`config.mk`:
```
export PLATFORM = sky130hd
export DESIGN_NAME = cpu_ctrl
export DESIGN_NICKNAME = d
export VERILOG_FILES = /design/src/rtl/cpu_pkg.sv /design/src/rtl/cpu_ctrl.sv
export SDC_FILE = /design/constraint.sdc
export NUM_CORES = 1
export LEC_CHECK = 0
export BUFFER_PORTS_ARGS = -buffer_cell sky130_fd_sc_hd__buf_2
export CAP_MARGIN = 15
export CORE_ASPECT_RATIO = 1.2
export CORE_MARGIN = 2
export CORE_UTILIZATION = 51
export CTS_CLUSTER_DIAMETER = 150
export DETAILED_ROUTE_END_ITERATION = 6
export PLACE_DENSITY = 0.8
export SETUP_SLACK_MARGIN = 0.15
export SLEW_MARGIN = 10
export SYNTH_ARGS = -nofsm -noshare
export SYNTH_HDL_FRONTEND = slang
export SYNTH_SLANG_ARGS = --single-unit
```
`constraint.sdc`:
```
create_clock -name ctrl_clk -period 2.65 [get_ports ctrl_clk]
set_input_delay 0.265 -clock ctrl_clk [delete_from_list [all_inputs] [get_ports ctrl_clk]]
set_output_delay 0.265 -clock ctrl_clk [all_outputs]
set_load 0.02 [all_outputs]
```
`src/rtl/cpu_pkg.sv`:
```
// cpu_pkg: opcode encoding shared with the ALU, sequencer state enum and operand-decode helper
package cpu_pkg;
  localparam logic [3:0] OP_HLT = 4'h0, OP_SKZ = 4'h1, OP_ADD = 4'h2, OP_SUB = 4'h3;
  localparam logic [3:0] OP_MUL = 4'h4, OP_OR = 4'h5, OP_AND = 4'h6, OP_XOR = 4'h7;
  localparam logic [3:0] OP_NOT = 4'h8, OP_STO = 4'h9, OP_LDA = 4'hA, OP_RL = 4'hB;
  localparam logic [3:0] OP_RR = 4'hC, OP_JMP = 4'hD, OP_POP = 4'hE, OP_PUSH = 4'hF;
  typedef enum logic [2:0] {
    S_FETCH, S_DECODE, S_OPERAND, S_EXEC, S_WB, S_STORE, S_HALT
  } state_t;
  function automatic logic needs_operand(input logic [3:0] op);
    return (op >= OP_ADD && op <= OP_NOT) || (op >= OP_LDA && op <= OP_RR);
  endfunction
endpackage

```
`src/rtl/cpu_ctrl.sv`:
```
// cpu_ctrl: instruction sequencer; mem_* = registered memory port, alu_* = ALU operands/result, halted/pc_out = status
module cpu_ctrl
  import cpu_pkg::*;
#(
  parameter int ADDR_W = 12,
  parameter logic [ADDR_W-1:0] RESET_PC = '0
) (
  input  logic              ctrl_clk,
  input  logic              rst,
  output logic [ADDR_W-1:0] mem_addr,
  output logic              mem_rd,
  output logic              mem_wr,
  output logic [15:0]       mem_wdata,
  input  logic [15:0]       mem_rdata,
  input  logic              mem_ready,
  output logic [3:0]        alu_opcode,
  output logic [15:0]       alu_data,
  output logic [15:0]       alu_accum,
  input  logic [15:0]       alu_out,
  input  logic              alu_zero,
  output logic              halted,
  output logic [ADDR_W-1:0] pc_out
);
  state_t state, nxt;
  logic [15:0] acc, ir, opnd;
  logic [ADDR_W-1:0] pc, pc_nxt;
  logic [3:0] op;
  logic rd_done, wr_done;
  assign op = ir[15:12];
  assign rd_done = mem_rd & mem_ready;
  assign wr_done = mem_wr & mem_ready;
  assign mem_wdata = acc;
  assign alu_accum = acc;
  assign alu_data = opnd;
  assign alu_opcode = state == S_EXEC ? op : OP_HLT;
  assign halted = state == S_HALT;
  assign pc_out = pc;
  always_comb begin
    nxt = state;
    pc_nxt = pc;
    case (state)
      S_FETCH: nxt = rd_done ? S_DECODE : S_FETCH;
      S_DECODE: begin
        pc_nxt = op == OP_JMP ? ir[ADDR_W-1:0] :
                 op == OP_HLT ? pc :
                 (op == OP_SKZ && alu_zero) ? pc + ADDR_W'(2) : pc + ADDR_W'(1);
        nxt = op == OP_HLT ? S_HALT :
              (op == OP_SKZ || op == OP_JMP) ? S_FETCH :
              needs_operand(op) ? S_OPERAND :
              op == OP_STO ? S_STORE : S_EXEC;
      end
      S_OPERAND: nxt = rd_done ? S_EXEC : S_OPERAND;
      S_EXEC: nxt = S_WB;
      S_WB: nxt = S_FETCH;
      S_STORE: nxt = wr_done ? S_FETCH : S_STORE;
      default: nxt = S_HALT;
    endcase
  end
  // requests are registered from the next state so they rise on state entry and drop on completion
  always_ff @(posedge ctrl_clk) begin
    if (rst) begin
      state <= S_FETCH;
      pc <= RESET_PC;
      acc <= '0;
      ir <= '0;
      opnd <= '0;
      mem_rd <= 1'b0;
      mem_wr <= 1'b0;
      mem_addr <= '0;
    end else begin
      state <= nxt;
      pc <= pc_nxt;
      if (state == S_FETCH && rd_done) ir <= mem_rdata;
      if (state == S_OPERAND && rd_done) opnd <= mem_rdata;
      if (state == S_WB && op != OP_PUSH) acc <= alu_out;
      mem_rd <= nxt == S_FETCH || nxt == S_OPERAND;
      mem_wr <= nxt == S_STORE;
      mem_addr <= nxt == S_FETCH ? pc_nxt :
                  (nxt == S_OPERAND || nxt == S_STORE) ? ir[ADDR_W-1:0] : mem_addr;
    end
  end
endmodule

```
==> impl_metrics.prom <==
# TYPE chip_impl_metric gauge
chip_impl_info{name="run_status",value="completed"} 1
chip_impl_metric{name="post_cts_hold_buffer_count",unit=""} 0
chip_impl_metric{name="ys_seq_elements",unit=""} 77
chip_impl_metric{name="grt_antenna_before_repair",unit=""} 0
chip_impl_metric{name="layout.cell_area.non_filler",unit="sq um"} 4457
chip_impl_metric{name="insertedDiodeCount",unit=""} 0
chip_impl_metric{name="final_period_minus_worst_setup_slack",unit="ns"} 2.270
chip_impl_metric{name="design.portCount",unit=""} 115
chip_impl_info{name="clock_tree_from_tritoncts",value="built"} 1
chip_impl_metric{name="synthXorXnorAreaFrac",unit="%"} 0.4711
chip_impl_metric{name="static-leakage-power",unit="nW"} 2.061
chip_impl_metric{name="dieWidth",unit="um"} 81.95
chip_impl_metric{name="max-clock-path-buffers",unit=""} 2
chip_impl_info{name="combinational_family_with_the_most_area_after_synthesis",value="simple AND/OR/NAND/NOR gates"} 1
chip_impl_metric{name="synth-edff-count",unit=""} 0
chip_impl_metric{name="worstPathBufferInverterCount",unit=""} 0
chip_impl_metric{name="synth_compound_area_share",unit="%"} 19.72
chip_impl_metric{name="detail_route.first_pass.iterations",unit=""} 5
chip_impl_metric{name="fillCellCount",unit=""} 655
chip_impl_metric{name="final_layout_size_suffix_gt1_share",unit="%"} 30.47
chip_impl_metric{name="cts.repair_timing.setup_buffer_count",unit=""} 0
chip_impl_metric{name="std_cell_rows",unit=""} 34
chip_impl_metric{name="groute.usage.overall",unit="%"} 23.88
chip_impl_info{name="timing.critical_path.slowest_stage_cell",value="sky130_fd_sc_hd__dfxtp_1"} 1
chip_impl_metric{name="dp_hpwl",unit="um"} 6685
chip_impl_metric{name="synth_simple_gate_area_share",unit="%"} 25.64
chip_impl_info{name="synthFlopType",value="sky130_fd_sc_hd__dfxtp_1"} 1
chip_impl_metric{name="hold_ws",unit="ns"} 0.1336
chip_impl_info{name="setup_repair_after_global_routing_missed_its_margin",value="no"} 1
chip_impl_metric{name="die_height",unit="um"} 97.54
chip_impl_metric{name="final.setup_skew",unit="ns"} 0.006690
chip_impl_metric{name="grt_pass1_vias",unit=""} 3196
chip_impl_metric{name="cts-htree-levels",unit=""} 3
chip_impl_metric{name="vdd.ir_drop.worst",unit="mV"} 0.5334
chip_impl_metric{name="drc",unit=""} 0
chip_impl_metric{name="post_synth.cell_area_avg",unit="sq um"} 8.375
chip_impl_info{name="synth.cells.most_frequent",value="87 x sky130_fd_sc_hd__nand2_1, 77 x sky130_fd_sc_hd__dfxtp_1, 46 x sky130_fd_sc_hd__a21oi_1, 39 x sky130_fd_sc_hd__nor2_1, 18 x sky130_fd_sc_hd__buf_4"} 1
chip_impl_metric{name="wire_length_of_the_first_global_routing_pass",unit="um"} 14860
chip_impl_metric{name="hold_violations",unit=""} 0
chip_impl_metric{name="ctsResizeCount",unit=""} 0
chip_impl_metric{name="gpl.final_weighted_congestion",unit=""} 0.8924
chip_impl_metric{name="setup_viol",unit=""} 0
chip_impl_info{name="critical_path.most_common_cell",value="sky130_fd_sc_hd__nand2_1"} 1
chip_impl_info{name="worst_setup_path_end_kind",value="register"} 1
chip_impl_metric{name="tritoncts_sinks",unit=""} 77
chip_impl_metric{name="synth_area",unit="sq um"} 3719
chip_impl_metric{name="worst_skew_pair_latency",unit="ns"} 0.36
chip_impl_metric{name="totalWireLength",unit="um"} 9258
chip_impl_info{name="synth.top_cells.by_area",value="sky130_fd_sc_hd__dfxtp_1 41%, sky130_fd_sc_hd__nand2_1 8.8%, sky130_fd_sc_hd__a21oi_1 6.2%"} 1
chip_impl_metric{name="netlist.area_leader.share",unit="%"} 41.45
chip_impl_metric{name="placedInstanceArea",unit="sq um"} 4208
chip_impl_metric{name="die_area",unit="sq um"} 7993
chip_impl_metric{name="route.detailed.vias_per_inst",unit=""} 5.571
chip_impl_metric{name="fin_tns_setup",unit="ns"} 0
chip_impl_metric{name="syn_nets",unit=""} 482
chip_impl_metric{name="numCtsBuffers",unit=""} 9
chip_impl_metric{name="final_antenna_net_count",unit=""} 0
chip_impl_info{name="post-synth-top-count-cell",value="sky130_fd_sc_hd__nand2_1"} 1
chip_impl_metric{name="netlist_instances",unit=""} 444
chip_impl_metric{name="clk_pin_slew_worst_paths",unit="ns"} 0.08
chip_impl_metric{name="maximum_number_of_pins_on_one_net_before_global_route_repair",unit=""} 41
chip_impl_info{name="synth_largest_area_cell",value="sky130_fd_sc_hd__dfxtp_1"} 1
chip_impl_metric{name="yosysSeqAreaShare",unit="%"} 41.45
chip_impl_metric{name="fin_crit_sh",unit="%"} 85.64
chip_impl_metric{name="core",unit="sq um"} 7147
chip_impl_info{name="min_path_type",value="in -> reg"} 1
chip_impl_metric{name="p_per_area",unit="nW/um^2"} 589.7
chip_impl_metric{name="slew_violations",unit=""} 0
chip_impl_metric{name="timing.slew.headroom",unit="%"} 31.58
chip_impl_metric{name="worstPathArrival",unit="ns"} 2.52
chip_impl_metric{name="critical_path.max_stage_delay",unit="ns"} 0.63
chip_impl_metric{name="portBuffers",unit=""} 114
chip_impl_metric{name="finalNetCount",unit=""} 568
chip_impl_info{name="critical_path_class",value="reg -> reg"} 1
chip_impl_metric{name="ys_types",unit=""} 63
chip_impl_metric{name="postSynth.asyncResetShare",unit="%"} 0
chip_impl_info{name="worstPathCellList",value="and4bb_2 -> a311oi_1 -> nand2_1 -> nand2_1 -> nor2_1 -> a221o_1"} 1
chip_impl_metric{name="synth_adder_area_share",unit="%"} 0.6729
chip_impl_metric{name="max_freq",unit="GHz"} 0.4406
chip_impl_metric{name="detailedRoute.firstIterationViolations",unit=""} 240
chip_impl_info{name="cp-start-kind",value="register"} 1
chip_impl_metric{name="critPathMaxFanout",unit=""} 15
chip_impl_metric{name="yosys_warning_total",unit=""} 0
chip_impl_metric{name="worst_slew_pin_slew",unit="ns"} 1.024
chip_impl_metric{name="global_route.overflow_total",unit=""} 0
chip_impl_metric{name="cap_violations",unit=""} 0
chip_impl_metric{name="area_delta_synth_final",unit="%"} 19.85
chip_impl_metric{name="synth.mux.area_fraction",unit="%"} 4.576
chip_impl_info{name="clk_root_buffer_cell",value="sky130_fd_sc_hd__clkbuf_8"} 1
chip_impl_metric{name="worstPathRequired",unit="ns"} 2.90
chip_impl_metric{name="wl_per_cell",unit="um"} 14.81
chip_impl_metric{name="detailroute.via_count",unit=""} 3482
chip_impl_metric{name="starting_utilization_of_the_core_area",unit="%"} 52.03
chip_impl_info{name="path_delay_family",value="compound AO/OA/AOI/OAI gates"} 1
## stage by stage
step                instances  total power, W  setup WS (ns)  util [%]
floorplan                 444        0.001469         0.7842         -
global placement          609        0.001558         0.3772     58.88
detailed placement        609        0.001564         0.2989     58.88
CTS                       625        0.002652         0.3073     62.32
global route              625        0.002732         0.1754     62.36
finish                    625        0.002628         0.3804     62.36
## state kept, by name (all words and copies together), names as in the netlist
signal	cells
alu_accum	16
ir	16
mem_rd	1
mem_wr	1
state	3
alu_data	16
mem_addr	12
pc_out	12
## worst register-to-register path: stages, from the launching register on
cell and delay, ns:
sky130_fd_sc_hd__dfxtp_1 0.63, sky130_fd_sc_hd__and4bb_2 0.35, sky130_fd_sc_hd__a311oi_1 0.49, sky130_fd_sc_hd__nand2_1 0.14, sky130_fd_sc_hd__nand2_1 0.12, sky130_fd_sc_hd__nor2_1 0.09, sky130_fd_sc_hd__a221o_1 0.33
## kinds of logic after synthesis
family / after synthesis
compound gates: 104
xor+xnor: 2
fa+ha+maj: 2
buf+inv: 51
flops: 77
mux: 17
simple gates: 191
## worst paths after layout
check                   start             to  slack, ns  cells after the start
setup / recovery     state[2]    mem_addr[9]       0.38                      6
setup reg to reg     state[2]    mem_addr[9]       0.38                      6
hold reg to reg   alu_data[0]    alu_data[0]       0.45                      2
hold / removal    alu_out[10]  alu_accum[10]       0.13                      3
## layer usage
| metal | wire length (um) | share of wire (%) | GRT usage [%] | up-vias |
|---|---|---|---|---|
| li1 | - | - | - | 1724 |
| met1 | 4018 | 43 | 30.14 | 1577 |
| met2 | 4280 | 46 | 36.96 | 163 |
| met3 | 777 | 8.4 | 4.833 | 18 |
| met4 | 181 | 2.0 | 13.97 | 0 |
| met5 | 0 | 0 | 0 | - |
## layout by cell type (no fill, tap or decap), types with 4 or more instances in the layout
master / netlist / final
sky130_fd_sc_hd__a21oi_1: 46 / 46
sky130_fd_sc_hd__a221o_1: 4 / 4
sky130_fd_sc_hd__a31oi_1: 5 / 5
sky130_fd_sc_hd__and2_1: 5 / 5
sky130_fd_sc_hd__and3_1: 9 / 9
sky130_fd_sc_hd__buf_2: 9 / 114
sky130_fd_sc_hd__buf_4: 18 / 6
sky130_fd_sc_hd__clkbuf_8: 0 / 10
sky130_fd_sc_hd__dfxtp_1: 77 / 76
sky130_fd_sc_hd__inv_1: 5 / 5
sky130_fd_sc_hd__mux2i_1: 17 / 17
sky130_fd_sc_hd__nand2_1: 87 / 87
sky130_fd_sc_hd__nand2b_1: 5 / 5
sky130_fd_sc_hd__nand3_1: 7 / 7
sky130_fd_sc_hd__nor2_1: 39 / 39
sky130_fd_sc_hd__nor2b_1: 5 / 5
sky130_fd_sc_hd__nor3_1: 10 / 10
sky130_fd_sc_hd__nor4_1: 4 / 4
sky130_fd_sc_hd__o21ai_0: 8 / 8
sky130_fd_sc_hd__o22ai_1: 7 / 7
## report_power, final
group | internal (W) | switching, W
clock | 0.000651 | 0.000437
combinational | 0.000117 | 0.000187
sequential | 0.00119 | 0.0000454
total | 0.00196 | 0.000669
## cell type report
type	count	area [sq um]	area share (%)
repair buffers	121	635.6	14.26
multi-input cells	316	1901	42.64
clock buffers	10	137.6	3.088
well taps	90	112.6	2.527
inverters	5	18.77	0.4211
clock inverters	6	108.9	2.442
flip-flops and latches	77	1543	34.62
No activity file was read; power rests on OpenSTA's default activity.
